$ cat config.mk
export PLATFORM = sky130hd
export DESIGN_NAME = axis_packetizer_flat
export DESIGN_NICKNAME = d
export VERILOG_FILES = /design/src/rtl/axis_packetizer_if.sv /design/src/rtl/axis_packetizer.sv /design/src/flat_wrapper.sv
export SDC_FILE = /design/constraint.sdc
export NUM_CORES = 1
export LEC_CHECK = 0
export ABC_AREA = 1
export ABC_CLOCK_PERIOD_IN_PS = 1670
export CAP_MARGIN = 20
export CORE_MARGIN = 3
export CORE_UTILIZATION = 24
export CTS_CLUSTER_DIAMETER = 40
export CTS_CLUSTER_SIZE = 8
export DETAILED_ROUTE_END_ITERATION = 7
export GPL_ROUTABILITY_DRIVEN = 0
export PLACE_DENSITY = 0.58
export SLEW_MARGIN = 10
export SYNTH_ARGS = -nofsm -noshare
export SYNTH_HDL_FRONTEND = slang
export SYNTH_SLANG_ARGS = --single-unit
$ cat constraint.sdc
create_clock -name aclk -period 1.67 [get_ports aclk]
set_input_delay 0.334 -clock aclk [delete_from_list [all_inputs] [get_ports aclk]]
set_output_delay 0.334 -clock aclk [all_outputs]
set_load 0.02 [all_outputs]
$ cat src/rtl/axis_packetizer_if.sv
`default_nettype none
// -----------------------------------------------------------------------------
// axis_packetizer_if : AXI4-Stream bundle for the packetizer input/output sides
// Revision: 1.0
// -----------------------------------------------------------------------------
interface axis_packetizer_if #(
  parameter int DATA_WIDTH = 32
);
  logic [DATA_WIDTH-1:0] tdata;
  logic                  tvalid;
  logic                  tready;
  logic                  tlast;

  // The input side carries no packet boundaries, so tlast is absent from slave.
  modport master (output tdata, output tvalid, output tlast, input tready);
  modport slave  (input tdata, input tvalid, output tready);
endinterface
`default_nettype wire

$ cat src/rtl/axis_packetizer.sv
`default_nettype none
// -----------------------------------------------------------------------------
// axis_packetizer : cuts a continuous AXI4-Stream into fixed-length tlast packets
// Revision: 1.0
// -----------------------------------------------------------------------------
module axis_packetizer #(
  parameter int    AXIS_TDATA_WIDTH = 32,
  parameter int    CNTR_WIDTH       = 16,
  parameter string CONTINUOUS       = "TRUE"
) (
  input  wire logic                  aclk,
  input  wire logic                  areset,
  input  wire logic [CNTR_WIDTH-1:0] cfg_data,
  input  wire logic                  cfg_enable,
  axis_packetizer_if.slave           s_axis,
  axis_packetizer_if.master          m_axis,
  output logic [CNTR_WIDTH-1:0]      sts_data,
  output logic                       sts_busy
);

  localparam logic [1:0] c_st_idle = 2'd0;
  localparam logic [1:0] c_st_run  = 2'd1;
  localparam logic [1:0] c_st_done = 2'd2;
  localparam bit         c_continuous = (CONTINUOUS == "TRUE");

  logic [1:0]                  r_state;
  logic [1:0]                  w_state_next;
  logic [CNTR_WIDTH-1:0]       r_len;
  logic [CNTR_WIDTH-1:0]       r_cnt;
  logic [AXIS_TDATA_WIDTH-1:0] r_m_data;
  logic                        r_m_valid;
  logic                        r_m_last;
  logic [CNTR_WIDTH-1:0]       r_sts;
  logic                        w_run;
  logic                        w_s_ready;
  logic                        w_in_xfer;
  logic                        w_out_xfer;
  logic                        w_is_last;
  logic                        w_reload;

  assign w_in_xfer  = s_axis.tvalid & w_s_ready;
  assign w_out_xfer = r_m_valid & m_axis.tready;
  assign w_is_last  = (r_cnt == r_len);
  assign w_reload   = c_continuous & cfg_enable;

  always_ff @(posedge aclk) begin
    if (areset) begin
      r_state <= c_st_idle;
    end else begin
      r_state <= w_state_next;
    end
  end

  // RUN is left only on a last-word transfer, so packets are never truncated.
  always_comb begin
    w_state_next = r_state;
    case (r_state)
      c_st_idle: if (cfg_enable) w_state_next = c_st_run;
      c_st_run:  if (w_in_xfer && w_is_last && !w_reload) w_state_next = c_st_done;
      c_st_done: if (!cfg_enable) w_state_next = c_st_idle;
      default:   w_state_next = c_st_idle;
    endcase
  end

  always_comb begin
    w_run     = (r_state == c_st_run);
    w_s_ready = w_run & (~r_m_valid | m_axis.tready);
    sts_busy  = w_run;
  end

  always_ff @(posedge aclk) begin
    if (areset) begin
      r_len <= '0;
      r_cnt <= '0;
    end else if ((r_state == c_st_idle) && cfg_enable) begin
      r_len <= cfg_data;
      r_cnt <= '0;
    end else if (w_in_xfer) begin
      if (w_is_last) begin
        r_cnt <= '0;
        if (w_reload) r_len <= cfg_data;
      end else begin
        r_cnt <= r_cnt + CNTR_WIDTH'(1);
      end
    end
  end

  // Output register drains independently of state so a held word still leaves.
  always_ff @(posedge aclk) begin
    if (areset) begin
      r_m_data  <= '0;
      r_m_valid <= 1'b0;
      r_m_last  <= 1'b0;
    end else if (w_in_xfer) begin
      r_m_data  <= s_axis.tdata;
      r_m_valid <= 1'b1;
      r_m_last  <= w_is_last;
    end else if (m_axis.tready) begin
      r_m_valid <= 1'b0;
    end
  end

  always_ff @(posedge aclk) begin
    if (areset) begin
      r_sts <= '0;
    end else if (w_out_xfer && r_m_last) begin
      r_sts <= r_sts + CNTR_WIDTH'(1);
    end
  end

  assign s_axis.tready = w_s_ready;
  assign m_axis.tdata  = r_m_data;
  assign m_axis.tvalid = r_m_valid;
  assign m_axis.tlast  = r_m_last;
  assign sts_data      = r_sts;

endmodule
`default_nettype wire
$ cat src/flat_wrapper.sv
// flat-port wrapper written by rule: the top's interface ports become plain ports
module axis_packetizer_flat 
#(
  parameter int    AXIS_TDATA_WIDTH = 32,
  parameter int    CNTR_WIDTH       = 16,
  parameter string CONTINUOUS       = "    "
)
  (aclk, areset, cfg_data, cfg_enable, sts_data, sts_busy, s_axis_tdata, s_axis_tvalid, s_axis_tready, m_axis_tdata, m_axis_tvalid, m_axis_tlast, m_axis_tready);
  axis_packetizer_if s_axis_i ();
  axis_packetizer_if m_axis_i ();
  input  wire logic aclk;
  input  wire logic areset;
  input  wire logic [CNTR_WIDTH-1:0] cfg_data;
  input  wire logic cfg_enable;
  output logic [CNTR_WIDTH-1:0] sts_data;
  output logic sts_busy;
  input wire logic [$bits(s_axis_i.tdata)-1:0] s_axis_tdata;
  input wire logic [$bits(s_axis_i.tvalid)-1:0] s_axis_tvalid;
  output wire logic [$bits(s_axis_i.tready)-1:0] s_axis_tready;
  output wire logic [$bits(m_axis_i.tdata)-1:0] m_axis_tdata;
  output wire logic [$bits(m_axis_i.tvalid)-1:0] m_axis_tvalid;
  output wire logic [$bits(m_axis_i.tlast)-1:0] m_axis_tlast;
  input wire logic [$bits(m_axis_i.tready)-1:0] m_axis_tready;
  assign s_axis_i.tdata = s_axis_tdata;
  assign s_axis_i.tvalid = s_axis_tvalid;
  assign s_axis_tready = s_axis_i.tready;
  assign m_axis_tdata = m_axis_i.tdata;
  assign m_axis_tvalid = m_axis_i.tvalid;
  assign m_axis_tlast = m_axis_i.tlast;
  assign m_axis_i.tready = m_axis_tready;
  axis_packetizer #(.AXIS_TDATA_WIDTH(AXIS_TDATA_WIDTH), .CNTR_WIDTH(CNTR_WIDTH), .CONTINUOUS(CONTINUOUS)) u_core (.aclk(aclk), .areset(areset), .cfg_data(cfg_data), .cfg_enable(cfg_enable), .s_axis(s_axis_i), .m_axis(m_axis_i), .sts_data(sts_data), .sts_busy(sts_busy));
endmodule
==> flow_summary.yaml, run 1 <==
status:
  status: "completed"
worst_setup_path:
  crit_type: "reg -> out"
  crit_buf_inv: 1
  crit_path_end_kind: "output port"
  slowest_stage: "clkdlybuf4s50_1"
  worstPathMaxFanout: 2
  cp-start-kind: "flip-flop"
  crit_arrival_ns: 1.30
  crit_family: "buffers and inverters"
  path_cells: "clkdlybuf4s50_1"
  critPathMaxStageDelay_ns: 0.62
  cp.required_ns: 1.34
layout:
  fillers: 1601
  n_antenna_cell: 0
  drive_above_1_share_pct: 12.6
  synthToLayoutAreaGrowth_pct: 45.2
  seqCellArea_um2: 1680
  multi_input_area_um2: 1720
  nets: 670
routing:
  drc: 0
  vias: 3438
  finalWirelength_um: 9610
  ant_nets: 0
  drt-pass1-iter-count: 4
  avgViaCountPerCell: 4.28
  routedWlPerCell_um: 12.0
  initialDrtViolationCount: 91
sta:
  fin_crit_ns: 1.63
  worst_pin_slew_ns: 0.389
  tns_ns: 0
  clock_skew_ns: 0.0106
  slew_viol_final: 0
  grt_setup_unrepaired: "false"
  fmax_ghz: 0.612
  setup_viol: 0
  hold_slack_ns: 0.424
  slew_headroom_pct: 74.0
  hold_violations: 0
  period_share_pct: 97.8
logic_synthesis:
  synth_common_cells: "147 x nand2_1, 84 x dfxtp_1, 60 x a21oi_1"
  synthFlopType: "dfxtp_1"
  yosysSeqAreaShare_pct: 45.8
  synthTopCellsByArea: "dfxtp_1 46%, nand2_1 15%, a21oi_1 8.2%"
  syn-num-nets: 553
  synth_edf_count: 0
  async_flop_share_pct: 0
  synth.distinct_cells: 34
  synth_cells: 498
  yosys_register_bits: 84
  syn_area_um2: 3670
  synth_top_area_cell: "dfxtp_1"
  avgSynthCellArea_um2: 7.37
  synth_top_area_share_pct: 45.8
  synth_most_common_cell: "nand2_1"
  ys.warnings.count: 0
clock_tree:
  clockRootBuffer: "clkbuf_16"
  cts.sinks: 84
  clock_latency_ns: 0.34
  cts_tree: "yes"
  path_clk_slew_ns: 0.06
  clockBufferDepth: 2
  htreeDepth: 3
  cts_buffers: 9
  cts_post_setup_buffers_inserted: 0
  cts_hold_buffers: 0
global_route:
  antenna_found_initial: 0
  grt_max_degree: 35
  track_usage_pct: 12.0
  grt-ovfl-total: 0
  grt_pass1_wl_um: 16100
  grt_pass1_vias: 3499
  busiest_layer: "met2"
  grtUsageMet2_pct: 20.4
  grt_util_met3_pct: 6.26
  grtUsageMet1_pct: 13.4
pwr:
  p_int_uw: 3430
  total_power_uw: 4560
  clockPowerShare_pct: 41.3
  p_sw_uw: 1130
  leakage_uw: 0.00239
  power.share.sequential_pct: 46.4
  power_density_nw_per_um2: 855
  switching_share_pct: 24.7
  share_comb_of_total_power_pct: 12.3
  ir_drop_mv: 0.493
flow_run:
  drv_cap: 0
floorplan:
  design.core.area_um2: 14800
  die-area_um2: 16800
  initial_core_util_pct: 24.9
  die_w_um: 130
  dieHeight_um: 130
  rows: 44
  ios: 105
hold_path:
  hp-class: "in -> reg"
placement:
  io_buffers: 104
  dp_hpwl_um: 7140
## state kept, by name, indices dropped and copies added, names as in the netlist
name,cells
u_core.m_axis.tdata,32
u_core.r_len,16
u_core.m_axis.tlast,1
u_core.sts_data,16
u_core.r_state,2
u_core.r_cnt,16
u_core.m_axis.tvalid,1
## cell type report
type,count,area share [%]
well taps,184,4.32
multi-input cells,347,32.3
repair buffers,124,23.2
flip-flops and latches,84,31.5
inverters,49,3.45
clock inverters,4,0.446
clock buffers,12,4.81
## timing repair
item / in CTS / in global routing
setup endpoints to repair: 18 / 24
gates resized for setup: 21 / 23
pin swaps: 0 / 1
## cells by family (layout without fill, tap and decap cells)
group,after synthesis,in the layout,synth area share [%]
and+or+nand+nor,242,242,30.2
buffers and inverters,67,189,7.56
xor gates and xnor gates,13,13,3.10
adders and majority gates,2,2,0.681
DFF,84,84,45.8
AOI/OAI and AO/OA,90,90,12.7
## power groups by stage
stage / logic, uW / clock network [uW] / registers, uW
3_3_place_gp: 569 / 0 / 2160
5_1_grt: 620 / 2050 / 2120
3_5_place_dp: 573 / 0 / 2160
6_report: 559 / 1880 / 2110
2_1_floorplan: 251 / 0 / 2190
4_1_cts: 572 / 1970 / 2120
## stage by stage
step / instances / cell area (um2) / worst slack [ns] / utilization [%]
floorplan: 498 / 3670 / 0.216 / -
global placement: 788 / 5020 / -0.336 / 34.0
detailed placement: 788 / 5020 / -0.340 / 34.0
CTS: 804 / 5270 / 0.000227 / 35.7
global route: 804 / 5330 / 0.0000989 / 36.1
finish: 804 / 5330 / 0.0369 / 36.1
## metal layers
layer,share of wire [%],vias to the layer above
met2,47,76
met4,1.2,0
li1,-,1805
met5,0,-
met1,43,1545
met3,8.5,12
## cells in the final DEF (no fill, tap or decap), types with 3 or more instances in the layout
master	n
o21ai_1	5
nand4_1	3
nor2_2	14
nand3_4	3
nor3_1	3
buf_4	18
inv_1	40
nand2_1	147
dlygate4sd2_1	16
inv_2	9
clkbuf_16	9
dlymetal6s2s_1	20
clkdlybuf4s50_1	65
nand2_2	4
a21oi_1	58
clkinv_2	3
o21ai_0	18
nand3_1	12
nor2_1	42
xnor2_1	5
dfxtp_1	84
xor2_1	8
nor2_4	5
## worst paths after layout
kind / from / end / slack, ns / depth (start not counted)
max reg2reg: u_core.r_cnt[1]$_SDFFE_PP0P_ / u_core.r_cnt[12]$_SDFFE_PP0P_ / 0.17 / 9
max: u_core.m_axis.tdata[11]$_SDFFE_PP0P_ / m_axis_tdata[11] / 0.04 / 1
min reg2reg: u_core.m_axis.tdata[7]$_SDFFE_PP0P_ / u_core.m_axis.tdata[7]$_SDFFE_PP0P_ / 0.46 / 2
min: areset / u_core.r_state[1]$_SDFFE_PP0P_ / 0.42 / 3
(Power assumes the default switching activity.)
==> run 2: changes to the inputs <==
- ABC_CLOCK_PERIOD_IN_PS: 1670 -> default
==> results of run 2 <==
The final DEF is identical to that of run 1; final timing and power are the same.
==> run 3: changes to the inputs <==
- ABC_CLOCK_PERIOD_IN_PS: default -> 1670
- PLACE_DENSITY: 0.58 -> default
- SLEW_MARGIN: 10 -> 15
==> flow_summary.yaml, run 3 (synthesis gave the netlist of run 1 again) <==
floorplan:
  rows: 44
  initial_core_util_pct: 24.9
  dieHeight_um: 130
  ios: 105
  die-area_um2: 16800
  die_w_um: 130
  design.core.area_um2: 14800
layout:
  drive_above_1_share_pct: 12.6
  final_common_cell: "nand2_1"
  largest_register_ffs: 32
  synthToLayoutAreaGrowth_pct: 45.5
  final_cell_area_um2: 5340
  n_antenna_cell: 0
  mostFrequentLayoutCells: "147 x nand2_1, 84 x dfxtp_1, 68 x clkdlybuf4s50_1"
  nets: 671
sta:
  fmax_ghz: 0.616
  final.setup.worst_slack_ns: 0.0462
  hold_violations: 0
  grt_setup_unrepaired: "false"
  slew_headroom_pct: 73.2
  slew_viol_final: 0
  fin_crit_ns: 1.62
  period_share_pct: 97.2
  setup_viol: 0
  worst_pin_slew_ns: 0.401
  clock_skew_ns: 0.00690
  tns_ns: 0
worst_setup_path:
  cp-start-kind: "flip-flop"
  crit_buf_inv: 1
  worstPathMaxFanout: 2
  regToRegStartpoint: "u_core.r_cnt[0]$_SDFFE_PP0P_"
  crit_family: "buffers and inverters"
  r2r_end: "u_core.r_cnt[12]$_SDFFE_PP0P_"
  crit_path_end_kind: "output port"
  cp-startpoint: "u_core.m_axis.tdata[4]$_SDFFE_PP0P_"
  critPathMaxStageDelay_ns: 0.61
  crit_arrival_ns: 1.29
  slowest_stage: "clkdlybuf4s50_1"
  worstSetupPathDepth: 1
  cp.required_ns: 1.34
  endpoint: "m_axis_tdata[4]"
  crit_type: "reg -> out"
  path_cells: "clkdlybuf4s50_1"
  rrSetupSlack_ns: 0.18
  r2r_cells: 9
routing:
  ant_nets: 0
  drc: 0
  wl_met1_um: 4290
  drt-pass1-iter-count: 5
  finalWirelength_um: 9380
  vias: 3386
  highest_layer: "met4"
  routed-wl-met3_um: 796
  met2_wirelength_um: 4190
  routedWlPerCell_um: 11.7
  initialDrtViolationCount: 149
  avgViaCountPerCell: 4.21
clock_tree:
  cts_tree: "yes"
  clock_latency_ns: 0.35
  cts_buffers: 9
  cts_post_setup_buffers_inserted: 0
  htreeDepth: 3
  path_clk_slew_ns: 0.06
  cts_hold_buffers: 0
  clockRootBuffer: "clkbuf_16"
  cts.sinks: 84
  clockBufferDepth: 2
pwr:
  ir_drop_mv: 0.607
  power_density_nw_per_um2: 900
  leakage_uw: 0.00232
placement:
  post_dp_cell_area_um2: 5010
  io_buffers: 104
  pre_cts_slack_ns: -0.353
  dp_hpwl_um: 6870
global_route:
  antenna_found_initial: 0
  track_usage_pct: 11.9
  grt_pass1_vias: 3298
  grt_pass1_wl_um: 15700
  grt_max_degree: 35
  grt-ovfl-total: 0
status:
  status: "completed"
hold_path:
  hp-class: "in -> reg"
flow_run:
  drv_cap: 0
run 3: cell count changes in the layout (fill, tap and decap cells not counted), moves of 2 or more:
cell,delta
buf_4,+2
clkdlybuf4s50_1,+3
clkbuf_8,-2
dlymetal6s2s_1,-5
a21oi_1,+2
dlygate4sd2_1,+2
a21oi_2,-2
bufinv_16,+2
run 3: cell type report:
type	count	area, um2
Multi-Input combinational cell	347	1720
Fill cell	1581	9410
Inverter	49	184
Clock buffer	10	229
Sequential cell	84	1680
Tap cell	184	230
Timing Repair Buffer	125	1220
Clock inverter	6	87.6
run 3: metrics by stage:
step | power, uW | instances | util (%) | hold slack (ns)
floorplan | 2440 | 498 | - | 0.444
global placement | 2720 | 789 | 34.0 | 0.451
detailed placement | 2720 | 789 | 34.0 | 0.455
CTS | 4910 | 805 | 35.9 | 0.353
global route | 5040 | 805 | 36.2 | 0.372
finish | 4810 | 805 | 36.2 | 0.348
run 3: worst min-delay path by stage:
stage                                                    from                              endpoint  slack (ns)  cells after the start
after floorplan                  u_core.r_len[0]$_SDFFE_PP0P_          u_core.r_len[0]$_SDFFE_PP0P_        0.44                      2
after global placement    u_core.m_axis.tdata[5]$_SDFFE_PP0P_   u_core.m_axis.tdata[5]$_SDFFE_PP0P_        0.45                      2
after detailed placement  u_core.m_axis.tdata[5]$_SDFFE_PP0P_   u_core.m_axis.tdata[5]$_SDFFE_PP0P_        0.46                      2
after CTS                                              areset  u_core.m_axis.tdata[16]$_SDFFE_PP0P_        0.35                      2
after global routing                                   areset        u_core.r_state[0]$_SDFFE_PP0P_        0.37                      2
final                                                  areset  u_core.m_axis.tdata[16]$_SDFFE_PP0P_        0.35                      2
run 3: timing repair:
item                                    in CTS  in global routing
resized for setup                           23                 17
endpoints found under the setup margin      20                 18
pin swaps                                    0                  1
run 3: power breakdown:
group / total [uW] / switching [uW] / leakage [uW] / internal [uW]
logic: 548 / 280 / 0.00148 / 268
clock network: 2150 / 836 / 0.000157 / 1310
registers: 2110 / 37.9 / 0.000683 / 2070
run 3: per-layer routing:
| layer | track usage, % | vias up |
|---|---|---|
| met2 | 18.8 | 81 |
| met1 | 14.1 | 1480 |
| met3 | 6.34 | 11 |
| met4 | 3.12 | 0 |
| li1 | - | 1814 |
| met5 | 0 | - |
